### config.mk
export PLATFORM = sky130hd
export DESIGN_NAME = ccff_prog_driver
export DESIGN_NICKNAME = d
export VERILOG_FILES = /design/src/rtl/ccff_prog_driver.sv
export SDC_FILE = /design/constraint.sdc
export NUM_CORES = 1
export LEC_CHECK = 0
export ABC_AREA = 1
export ABC_CLOCK_PERIOD_IN_PS = 4300
export CAP_MARGIN = 20
export CORE_AREA = 2 2 87 47
export DETAILED_ROUTE_END_ITERATION = 10
export DIE_AREA = 0 0 89 49
export SLEW_MARGIN = 20
export SYNTH_ARGS = -nofsm -noshare
export SYNTH_HDL_FRONTEND = slang
export SYNTH_SLANG_ARGS = --single-unit
### constraint.sdc
create_clock -name prog_clk -period 4.3 [get_ports prog_clk]
set_clock_uncertainty 0.15 [all_clocks]
set_input_delay 0.43 -clock prog_clk [delete_from_list [all_inputs] [get_ports prog_clk]]
set_output_delay 0.43 -clock prog_clk [all_outputs]
set_load 0.02 [all_outputs]
### src/rtl/ccff_prog_driver.sv
// ccff_prog_driver: serialises a word-wide bitstream into a ccff configuration chain
//   params : CHAIN_LEN (chain bits), WORD_W (bitstream word width)
//   inputs : prog_clk, pReset_n (sync, active-low), start, cfg_data/cfg_valid, ccff_tail
//   outputs: cfg_ready, ccff_head, prog_clk_en, busy, done
//   macro  : CCFF_READBACK_EN adds a rotate-and-CRC readback pass with readback_ok/readback_err
module ccff_prog_driver #(
  parameter int CHAIN_LEN = 17,
  parameter int WORD_W = 8
) (
  input  logic              prog_clk,
  input  logic              pReset_n,
  input  logic              start,
  input  logic [WORD_W-1:0] cfg_data,
  input  logic              cfg_valid,
  output logic              cfg_ready,
  output logic              ccff_head,
  input  logic              ccff_tail,
  output logic              prog_clk_en,
  output logic              busy,
`ifdef CCFF_READBACK_EN
  output logic              done,
  output logic              readback_ok,
  output logic              readback_err
`else
  output logic              done
`endif
);
  localparam int CW = $clog2(CHAIN_LEN + 1);
  localparam logic [CW-1:0] LEN = CW'(CHAIN_LEN);
  localparam logic [CW-1:0] LAST = CW'(CHAIN_LEN - 1);
  localparam logic [CW-1:0] FIRST = CW'(WORD_W < CHAIN_LEN ? WORD_W : CHAIN_LEN);
  localparam logic [CW-1:0] ONE = CW'(1);
`ifdef CCFF_READBACK_EN
  typedef enum logic [1:0] {IDLE, LOAD, RDBK, DONE} state_t;
`else
  typedef enum logic [1:0] {IDLE, LOAD, DONE} state_t;
`endif
  state_t state_q, state_d;
  logic [WORD_W-1:0] buf_q, buf_d;
  logic [CW-1:0] nbuf_q, nbuf_d, bit_q, bit_d, rem;
  logic shift;
  assign shift = state_q == LOAD && nbuf_q != '0;
  assign rem = LEN - bit_q;
  assign cfg_ready = state_q == LOAD && nbuf_q == '0 && bit_q < LEN;
  assign busy = state_q != IDLE;
  assign done = state_q == DONE;
`ifdef CCFF_READBACK_EN
  logic [15:0] crc_tx_q, crc_tx_d, crc_rx_q, crc_rx_d;
  logic ok_q, ok_d, err_q, err_d;
  function automatic logic [15:0] crc_step(input logic [15:0] c, input logic b);
    crc_step = {c[14:0], 1'b0} ^ ((c[15] ^ b) ? 16'h1021 : 16'h0000);
  endfunction
  // readback rotates the chain through itself so its contents come back unchanged
  assign prog_clk_en = shift || state_q == RDBK;
  assign ccff_head = state_q == RDBK ? ccff_tail : shift & buf_q[0];
  assign readback_ok = ok_q;
  assign readback_err = err_q;
`else
  logic unused_tail;
  assign unused_tail = ccff_tail;
  assign prog_clk_en = shift;
  assign ccff_head = shift & buf_q[0];
`endif
  always_comb begin
    state_d = state_q;
    buf_d = buf_q;
    nbuf_d = nbuf_q;
    bit_d = bit_q;
`ifdef CCFF_READBACK_EN
    crc_tx_d = crc_tx_q;
    crc_rx_d = crc_rx_q;
    ok_d = ok_q;
    err_d = err_q;
`endif
    if (state_q == IDLE) begin
      if (start) begin
        state_d = LOAD;
        nbuf_d = '0;
        bit_d = '0;
`ifdef CCFF_READBACK_EN
        crc_tx_d = 16'hFFFF;
        ok_d = 1'b0;
        err_d = 1'b0;
`endif
      end
    end else if (state_q == LOAD) begin
      if (cfg_ready && cfg_valid) begin
        buf_d = cfg_data;
        // the final word only contributes the bits the chain still needs
        nbuf_d = rem < FIRST ? rem : FIRST;
      end else if (shift) begin
        buf_d = buf_q >> 1;
        nbuf_d = nbuf_q - ONE;
        bit_d = bit_q + ONE;
`ifdef CCFF_READBACK_EN
        crc_tx_d = crc_step(crc_tx_q, buf_q[0]);
`endif
        if (bit_q == LAST) begin
`ifdef CCFF_READBACK_EN
          state_d = RDBK;
          bit_d = '0;
          crc_rx_d = 16'hFFFF;
`else
          state_d = DONE;
`endif
        end
      end
`ifdef CCFF_READBACK_EN
    end else if (state_q == RDBK) begin
      bit_d = bit_q + ONE;
      crc_rx_d = crc_step(crc_rx_q, ccff_tail);
      if (bit_q == LAST) begin
        state_d = DONE;
        ok_d = crc_rx_d == crc_tx_q;
        err_d = crc_rx_d != crc_tx_q;
      end
`endif
    end else begin
      state_d = IDLE;
    end
  end
  always_ff @(posedge prog_clk) begin
    if (!pReset_n) begin
      state_q <= IDLE;
      buf_q <= '0;
      nbuf_q <= '0;
      bit_q <= '0;
`ifdef CCFF_READBACK_EN
      crc_tx_q <= '0;
      crc_rx_q <= '0;
      ok_q <= 1'b0;
      err_q <= 1'b0;
`endif
    end else begin
      state_q <= state_d;
      buf_q <= buf_d;
      nbuf_q <= nbuf_d;
      bit_q <= bit_d;
`ifdef CCFF_READBACK_EN
      crc_tx_q <= crc_tx_d;
      crc_rx_q <= crc_rx_d;
      ok_q <= ok_d;
      err_q <= err_d;
`endif
    end
  end
endmodule
==> results of run 1 <==
## state kept, by name, summed over array words and instances, names as in the netlist
name / flops
buf_q: 8
nbuf_q: 5
bit_q: 5
state_q: 2
## power by group
part / switching, mW / internal [mW]
sequential: 0.0194 / 0.210
combinational: 0.163 / 0.0952
clock: 0.0616 / 0.0625
total: 0.244 / 0.367
## worst max-delay path, stage by stage, from the launching register on
cell	delay, ns
dfxtp_1	0.31
inv_1	0.09
ha_1	0.26
nand3_2	0.16
nor2_4	0.16
nand2_1	0.06
inv_1	0.05
clkdlybuf4s50_1	0.59
## logic make-up (layout without fill, tap and decap cells)
group	Yosys count	count (layout)	share of synthesized area [%]
compound gates	25	25	11.24
xor+xnor	3	3	2.071
fa+ha+maj	5	5	4.931
buf+inv	42	57	13.90
flops	20	20	31.56
simple gates	96	96	36.29
## layout by cell type (no fill, tap or decap), types with 2 or more instances in the layout
cell type,instances
inv_2,3
clkbuf_8,3
clkdlybuf4s50_1,16
nor2_1,33
xor2_1,3
ha_1,5
o21ai_0,5
nor2_4,5
a21oi_2,4
nand3b_1,2
nor2_2,3
dfxtp_1,20
o21ai_1,3
nand2_1,35
nand3_1,13
a21oi_1,12
inv_1,34
## per-stage QoR
stage	setup slack [ns]	cell area, µm²	util, %	total power, mW	hold slack (ns)
after floorplan	2.607	1269	-	0.4301	0.2907
after global placement	2.071	1465	39.78	0.4880	0.3017
after detailed placement	2.058	1465	39.78	0.4906	0.3056
after CTS	1.765	1506	40.90	0.6159	0.3171
after global routing	1.655	1506	40.90	0.6618	0.3410
final	1.794	1506	40.90	0.6109	0.3119
## per-layer routing
| layer | track usage (%) | vias up |
|---|---|---|
| met5 | 0 | - |
| met1 | 23.35 | 421 |
| li1 | - | 618 |
| met3 | 4.569 | 5 |
| met2 | 15.92 | 14 |
| met4 | 2.985 | 0 |
## cell type report
| type | count | area (µm²) |
|---|---|---|
| Multi-Input combinational cell | 129 | 691.9 |
| Sequential cell | 20 | 400.4 |
| Inverter | 38 | 145.1 |
| Clock buffer | 3 | 41.29 |
| Tap cell | 54 | 67.56 |
| Timing Repair Buffer | 16 | 160.2 |
| Fill cell | 410 | 2177 |
## final timing paths
kind / startpoint / endpoint
worst max-delay path: nbuf_q[0] / cfg_ready
worst min-delay path: buf_q[7] / buf_q[7]
worst max register to register: nbuf_q[0] / nbuf_q[3]
worst min register to register: buf_q[7] / buf_q[7]
==> flow_summary.ini, run 1 <==
[run_status]
outcome = finished, final reports clean

[critical_path]
critPathLaunchType = flop
crit_fanout = 3
cp_data_arrival_time_ns = 1.93
r2r_cells = 9
critPathRequiredTime_ns = 3.72
r2r_slack_ns = 2.28
worstSetupPathType = reg2out
cp-end-kind = output pin

[logic_synthesis]
synth-seq-cells = 20
ys.warnings.count = 0
synthTopCellsByCount = nand2_1 (35), inv_1 (34), nor2_1 (33), dfxtp_1 (20), nand3_1 (13)
async_reset_ff_share_pct = 0
synth_seq_area_share_pct = 31.56
yosysTopAreaCell = dfxtp_1
synth_area_per_cell_um2 = 6.642
yosysMostFrequentCell = nand2_1
synthTopCellsByArea = dfxtp_1 (32%), nand2_1 (10%), inv_1 (10%), nor2_1 (9.8%), nand3_1 (5.1%)
syn-num-nets = 209
synth_area_um2 = 1269
synth_edf_count = 0
synth_cell_types = 25
synth_top_area_share_pct = 31.56
synthFlopType = dfxtp_1
netlist_instances = 191

[clock_network]
insertion_delay_ns = 0.26
cts.sinks = 20
cts_buffers = 3
clkTransAtPathRegs_ns = 0.07
postCtsSetupRepairBufs = 0
cts_hold_buf = 0
cts_tree = done
cts_buffer_depth = 2
clock-root-buffer = clkbuf_8
ctsHtreeMaxLevel = 1
cts.repair.resized = 0

[timing]
finalCritPeriodShare_pct = 58.27
tightest_slew_ns = 0.4342
slew_headroom_pct = 71.02
drv_slew = 0
rsz0062_at_grt = no
setup_viol = 0
max_clock_freq_mhz = 399.1
setup_tns_ns = 0
hold_viol_final = 0
min_period_ns = 2.506

[final_layout]
drive_gt1_share_pct = 10.68
syn_to_final_growth_pct = 18.74
diodes = 0
final_cells = 260
fin_nets = 226

[die]
die_area_um2 = 4361
core_um2 = 3684
die_h_um = 49
pin_count = 18
die_w_um = 89
fp-row-count = 16
initial_core_util_pct = 34.44

[placed_design]
dp_cells = 257
hpwl_um = 2027
gp_congestion = 0.8525
portBuffers = 16

[route]
drt-pass1-iter-count = 4
drcViolationCount = 0
met2_length_um = 879
avgRoutedWirePerCell_um = 10.37
wl_met3_um = 120
via_per_inst = 4.069
ant_nets = 0
top_layer_used = met4
drt_iter0_drc = 37
drt-met1-wl_um = 1671
num_vias = 1058
drt-total-wl_um = 2697

[global_route]
grt_max_degree = 19
grtUsageTotal_pct = 13.83
grt_pass1_wl_um = 4567
overflow = 0
antenna_found_initial = 0
first_global_vias = 925

[pwr]
p_per_area_nw_per_um2 = 405.6
ir_worst_vdd_mv = 0.1783
p_leak_nw = 0.6553

[worst_hold_path]
hold_depth = 2
hp-class = reg2reg

[run]
drv_cap = 0
Power figures use the tool's default switching activity.
==> run 2: changes to the inputs <==
Settings changed: ABC_CLOCK_PERIOD_IN_PS 4300 to 2300.
Clock period 4.3 ns to 2.3 ns, I/O delays scaled along.
==> flow_summary.ini, run 2 (synthesis gave the netlist of run 1 again) <==
[die]
initial_core_util_pct = 34.44
die_w_um = 89
fp-row-count = 16
die_h_um = 49
pin_count = 18
die_area_um2 = 4361
core_um2 = 3684

[route]
num_vias = 1084
via_per_inst = 4.137
top_layer_used = met4
drt-total-wl_um = 2713
wl_met3_um = 194
drt-pass1-iter-count = 4
drcViolationCount = 0
drt_iter0_drc = 109
drt-met1-wl_um = 1625
met2_length_um = 878
ant_nets = 0
avgRoutedWirePerCell_um = 10.35

[clock_network]
postCtsSetupRepairBufs = 0
clock-root-buffer = clkbuf_8
cts_hold_buf = 0
cts_buffer_depth = 2
cts_buffers = 3
ctsHtreeMaxLevel = 1
clkTransAtPathRegs_ns = 0.08
insertion_delay_ns = 0.26
cts.sinks = 20
cts_tree = done

[timing]
drv_slew = 0
setup_slack_ns = 0.2578
min_period_ns = 2.042
setup_viol = 0
rsz0062_at_grt = no
slew_headroom_pct = 70.97
finalCritPeriodShare_pct = 88.79
max_clock_freq_mhz = 489.7
tightest_slew_ns = 0.4350
setup_tns_ns = 0
hold_viol_final = 0

[critical_path]
crit_fanout = 5
cp_data_arrival_time_ns = 1.66
cp-end-kind = output pin
worstSetupPathType = reg2out
critPathLaunchType = flop
critPathRequiredTime_ns = 1.92

[final_layout]
final_cells = 262
syn_to_final_growth_pct = 20.91
mostFrequentLayoutCells = nand2_1 (35), inv_1 (34), nor2_1 (33)
fin_nets = 227
drive_gt1_share_pct = 12.02
fin_area_um2 = 1534
final_common_cell = nand2_1
largest_reg_flops = 8
regMostFlops = buf_q
top_regs = buf_q (8), bit_q (5), nbuf_q (5)
diodes = 0

[placed_design]
postPlaceCellArea_um2 = 1473
hpwl_um = 2011
gp_congestion = 0.8554
portBuffers = 16
dp_cells = 258
place_ws_ns = 0.2531

[global_route]
grt_pass1_wl_um = 4450
grtUsageTotal_pct = 13.29
first_global_vias = 869
antenna_found_initial = 0
grt_max_degree = 19
overflow = 0

[pwr]
ir_worst_vdd_mv = 0.4421
p_per_area_nw_per_um2 = 776.4
p_leak_nw = 0.7046

[worst_hold_path]
hp-class = reg2reg

[run]
drv_cap = 0

[run_status]
outcome = finished, final reports clean
## run 2: cell count changes in the layout (fill, tap and decap cells not counted), sizes merged
| cell | change |
|---|---|
| clkbuf | +1 |
| dlygate4sd2 | +1 |
| clkdlybuf4s50 | -3 |
| buf | +1 |
| dlymetal6s2s | +2 |
## run 2: repair_timing
item                                    CTS  global route
endpoints found under the setup margin    2             2
resized for setup                         2             2
cloned                                    0             0
## run 2: layout make-up
class | instances | area [µm²]
Fill cell | 401 | 2150
Multi-Input combinational cell | 129 | 694.4
Sequential cell | 20 | 400.4
Timing Repair Buffer | 17 | 171.4
Inverter | 38 | 145.1
Tap cell | 54 | 67.56
Clock buffer | 4 | 55.05
## run 2: worst paths after layout
| kind | startpoint | endpoint | slack, ns | cells past startpoint |
|---|---|---|---|---|
| worst min register to register | buf_q[7] | buf_q[7] | 0.32 | 2 |
| worst max-delay path | bit_q[1] | cfg_ready | 0.26 | 7 |
| worst max register to register | bit_q[1] | buf_q[6] | 0.35 | 9 |
| worst min-delay path | buf_q[7] | buf_q[7] | 0.32 | 2 |
## run 2: worst max-delay path, cell delays in order, from the launching register on
cell           delay, ns
dfxtp_1             0.34
inv_1               0.15
ha_1                0.23
nand3_1             0.11
nand2_1             0.13
nand2_1             0.07
inv_1               0.04
dlygate4sd2_1       0.32
## run 2: layer usage
| layer | track usage [%] | vias to the layer above |
|---|---|---|
| li1 | - | 618 |
| met1 | 23.69 | 438 |
| met5 | 0 | - |
| met2 | 14.30 | 26 |
| met4 | 2.239 | 0 |
| met3 | 4.061 | 2 |
## run 2: power breakdown
group | internal (mW) | total (mW) | leakage, nW | switching [mW]
Sequential | 0.392 | 0.428 | 0.163 | 0.0359
Combinational | 0.182 | 0.489 | 0.513 | 0.307
Clock | 0.152 | 0.274 | 0.0288 | 0.122
Total | 0.726 | 1.19 | 0.705 | 0.465
## run 2: metrics by stage
stage	total power, mW	util, %	hold slack (ns)
after floorplan	0.8042	-	0.2149
after global routing	1.288	41.64	0.3402
after global placement	0.9216	39.98	0.3027
after CTS	1.198	41.51	0.3152
after detailed placement	0.9219	39.98	0.3025
final	1.191	41.64	0.3162
==> RTL change 1: new RTL, flow settings as in run 1 <==
Take the reset off `buf_q` and `nbuf_q` and load them in a clocked block of their own.
--- a/src/rtl/ccff_prog_driver.sv
+++ b/src/rtl/ccff_prog_driver.sv
@@ -122,8 +122,6 @@
   always_ff @(posedge prog_clk) begin
     if (!pReset_n) begin
       state_q <= IDLE;
-      buf_q <= '0;
-      nbuf_q <= '0;
       bit_q <= '0;
 `ifdef CCFF_READBACK_EN
       crc_tx_q <= '0;
@@ -133,8 +131,6 @@
 `endif
     end else begin
       state_q <= state_d;
-      buf_q <= buf_d;
-      nbuf_q <= nbuf_d;
       bit_q <= bit_d;
 `ifdef CCFF_READBACK_EN
       crc_tx_q <= crc_tx_d;
@@ -144,4 +140,9 @@
 `endif
     end
   end
+
+  always_ff @(posedge prog_clk) begin
+    buf_q  <= buf_d;
+    nbuf_q <= nbuf_d;
+  end
 endmodule
Formal check against the unedited RTL: same outputs for any inputs over 10 cycles, from zero or initial values and one cycle with pReset_n low; that may be too few to reach the edited logic, so the function may still have changed.
==> RTL change 1 against run 1 <==
Total power rose by 1.8%. Routed wire length fell by 15%. Sequential cell count did not move. Critical path depth fell by 1. Design area fell by 2.9%. Core utilization fell by 1.2 points. Synthesized area fell by 5.6%. Die area did not move. Hold slack improved by 61 ps. Setup slack got worse by 47 ps. Synthesized cell count fell by 21%. Largest cell class unchanged. Largest power group is now sequential cells.
==> RTL change 1: results (changes against run 1) <==
GR Util met2: 0.1493 (-0.009950)
1st-iter DRT viols: 83 (+120%)
Status: completed
Register area share after synthesis: 0.4431 (+0.1275)
Vias/cell: 4.308 (+5.9%)
Avg WL per Cell: 10.39 um (+0.15%)
Critical Path Max Stage Delay: 550 ps (-40 ps)
Gr usage total: 0.1170 (-0.02132)
Clk slew on worst S/H paths: 80 ps
Fill count: 388 (-5.4%)
Largest net degree at the start of global routing: 13 (-6)
CTS Buffer Depth: 2 (unchanged)
Final wirelength: 2.296 mm (-15%)
Async set-reset flop share out of synthesis: 0 (unchanged)
CP max stage cell: clkdlybuf4s50_1
Logic inverters: 22 (-42%)
RD Place Congestion: 0.8348 (-2.1%)
Syn_area_per_cell: 7.983 um2 (+20%)
First-pass GRT wire length: 3.988 mm (-13%)
Seq area share: 0.3627 (+0.09692)
Worst min path class: register to register
Internal power: 0.0004363 W (+19%)
Die ar.: 4361 um2 (unchanged)
Primary FF master, synth: edfxtp_1
Non-CTS buffers: 16 (unchanged)
Buffer count from post-CTS setup fixing: 0 (unchanged)
P_leak: 0.6409 nW (-2.2%)
DP HPWL: 1.819 mm (-10%)
Data buffer area share: 0.1095 (+0.003183)
Initial antenna violation count: 0 (unchanged)
Area post-placement: 1391 um2 (-5.0%)
Synth warnings: 0 (unchanged)
Max VDD drop: 0.1134 mV (-36%)
Place WS: 2018 ps (-40.25 ps)
M1 GR Usage: 0.1883 (-0.04519)
WP data arrival: 1970 ps (+40 ps)
FFs & Latches: 20 (unchanged)
Met3 Use GR: 0.04230 (-0.003384)
Worst path top cell family by delay: buffers and inverters
Clock root cell: clkbuf_8
Synth top area cells: edfxtp_1 33%, nand2_1 16%, dfxtp_1 12%
Multi-input combinational area share: 0.3747 (-0.08462)
DRT Pass-1 Iters: 4 (unchanged)
Vias in the first global route: 844 (-8.8%)
IO Port Bufs: 16 (unchanged)
Post-synth EDFFs: 13 (+13)
Total CTS buffers: 3 (unchanged)
Diodes inserted: 0 (unchanged)
Clk tree area frac: 0.04876 (+0.02135)
Synth top cells by count: 50 x nand2_1, 17 x inv_1, 14 x nor2_1
Max_slew headroom: 0.7767 (+0.06649)
Crit Path Max Fanout: 4 (+1)
Final #Nets: 186 (-18%)
Layout cell share with drive strength beyond 1: 0.1138 (+0.006976)
Final setup viols: 0 (unchanged)
Synth cell types: 23 (-8.0%)
Syn_nets: 168 (-20%)
Comb_multi_in: 105 (-19%)
Area grow syn2layout: 22.15%
Dpl cells: 217 (-16%)
[RTL change 1: layer usage]
metal  share of wire  wire, um  vias to the layer above
met1            0.57      1306                      420
met5               0         0                        -
li1                -         -                      507
met3           0.057       130                        2
met4          0.0052        12                        0
met2            0.37       846                       23
[RTL change 1: logic make-up after synthesis]
| group | after synthesis | share of synthesized area |
|---|---|---|
| and+or+nand+nor | 86 | 0.3260 |
| adders and majority gates | 5 | 0.05225 |
| AOI/OAI and AO/OA | 11 | 0.05747 |
| buffers and inverters | 25 | 0.09927 |
| xor gates and xnor gates | 3 | 0.02195 |
| DFF | 20 | 0.4430 |
[RTL change 1: tightest hold or removal path, cell delays in order, from the launching register on]
cell,delay [ps]
edfxtp_1,320
nand2_1,50
nand2_1,50
[RTL change 1: final timing paths]
check | end | start | depth (start not counted) | slack [ps]
setup / recovery | prog_clk_en | nbuf_q[0]$_SDFFCE_PP0P_ | 6 | 1750
hold / removal | buf_q[2]$_DFFE_PP_ | buf_q[3]$_DFFE_PP_ | 2 | 370
setup reg to reg | nbuf_q[4]$_SDFFCE_PP0P_ | nbuf_q[0]$_SDFFCE_PP0P_ | 7 | 2050
hold reg to reg | buf_q[2]$_DFFE_PP_ | buf_q[3]$_DFFE_PP_ | 2 | 370
[RTL change 1: power by group through the flow]
stage          Combinational, W  Sequential (W)  Clock (W)
2_1_floorplan          0.000127        0.000264          0
3_5_place_dp           0.000169        0.000269          0
6_report               0.000169        0.000265   0.000188
3_3_place_gp           0.000165        0.000268          0
5_1_grt                0.000191        0.000269   0.000201
4_1_cts                0.000170        0.000265   0.000194
==> RTL change 2: new RTL, flow settings as in run 1 <==
Without the edit above. The parameter `CHAIN_LEN` goes from 17 to 34.
--- a/src/rtl/ccff_prog_driver.sv
+++ b/src/rtl/ccff_prog_driver.sv
@@ -4,7 +4,7 @@
 //   outputs: cfg_ready, ccff_head, prog_clk_en, busy, done
 //   macro  : CCFF_READBACK_EN adds a rotate-and-CRC readback pass with readback_ok/readback_err
 module ccff_prog_driver #(
-  parameter int CHAIN_LEN = 17,
+  parameter int CHAIN_LEN = 34,
   parameter int WORD_W = 8
 ) (
   input  logic              prog_clk,
Formal check against the unedited RTL: no difference found for any inputs over 10 cycles, from zero or initial values and one cycle with pReset_n low; that may be too few to reach the edited logic, so the function may still have changed.
==> RTL change 2 against run 1 <==
Routed wire length is 15% higher. Synthesized area increased by 5.1%. Register-to-register slack better by 70 ps. Design area rose by 5.4%. Combinational power increased by 59%. Synthesized cell count is 3.1% higher. Total power grew 37%. Sequential cell count increased by 2. Sequential power up 28%. Fmax down 4.3%. Setup slack got worse by 110 ps. Sequential share of layout area up 1.2 points. Largest power group unchanged. Die area stayed put.
==> RTL change 2: results (changes against run 1) <==
CP startpoint: bit_q[0]$_SDFFE_PN0P_
Storage element area: 440.4 um2 (+10%)
Critical Path Max Stage Delay: 610 ps (+20 ps)
Clock group total power: 0.000129 W (+4%)
Max VDD drop: 0.1741 mV (-2.4%)
Register area share after synthesis: 0.3302 (+0.01462)
Wire length on met2: 1.024 mm (+16%)
Comb_multi_in: 147 (+14%)
Biggest regs: buf_q x8, bit_q x6, nbuf_q x6
Min-delay src: buf_q[1]$_SDFFE_PN0P_
RR Endpoint: buf_q[2]$_SDFFE_PN0P_
Met3 wire len: 230 um (+92%)
Data buffer area share: 0.1009 (-0.005446)
Syn_area_per_cell: 6.770 um2 (+1.9%)
1st-iter DRT viols: 82 (+120%)
Max_slew headroom: 0.7228 (+0.01258)
DP HPWL: 2.384 mm (+18%)
Worst hold slack: 317.2 ps (+5.276 ps)
Vias in the first global route: 1126 (+22%)
M1 GR Usage: 0.2759 (+0.04243)
Seq area share: 0.2774 (+0.01160)
Logic inverters: 26 (-32%)
Layout cell share with drive strength beyond 1: 0.07944 (-0.02736)
Synth top area share: 0.3302 (+0.01462)
Area post-placement: 1546 um2 (+5.6%)
Power, Total: 0.0008340 W (+37%)
Syn_nets: 216 (+3.3%)
Status: completed
Vias/cell: 4.679 (+15%)
Crit Path Max Fanout: 8 (+5)
Final #Nets: 235 (+4.0%)
Gr usage total: 0.1594 (+0.02107)
GR Util met2: 0.1853 (+0.02612)
R2R Setup Slk: 2350 ps (+70 ps)
Synth top area cells: dfxtp_1 33%, nand2_1 16%, a21oi_1 7.5%
First-pass GRT wire length: 5.382 mm (+18%)
Post-Route M1 WL: 1.847 mm (+11%)
NetSw: 0.0003701 W (+52%)
Combinational cell power: 0.000411 W (+59%)
Highest achievable clock rate: 0.3821 GHz (-4.3%)
-- RTL change 2: cell count changes after synthesis, moves of 3 or more --
cell / change
nand2_1: +21
nor2_1: -18
inv_1: -11
a21oi_1: +8
nor3_1: +6
nand4_1: +5
a21oi_2: -4
nand3_1: -4
nand2_2: +3
o21ai_0: +3
o21ai_1: -3
-- RTL change 2: kinds of logic after synthesis --
kind of cell	synth area share
AO/OA/AOI/OAI	0.1257
AND/OR/NAND/NOR	0.3771
XOR/XNOR	0.02627
buffers and inverters	0.08442
adder cells (fa/ha/maj)	0.05628
flip-flops	0.3302
-- RTL change 2: worst max path at each step --
stage                       end  cells past startpoint  slack [ps]
floorplan             cfg_ready                      6        2490
global placement      cfg_ready                      7        1990
detailed placement    cfg_ready                      7        1980
CTS                 prog_clk_en                      6        1670
global route          cfg_ready                      7        1550
finish                cfg_ready                      7        1680
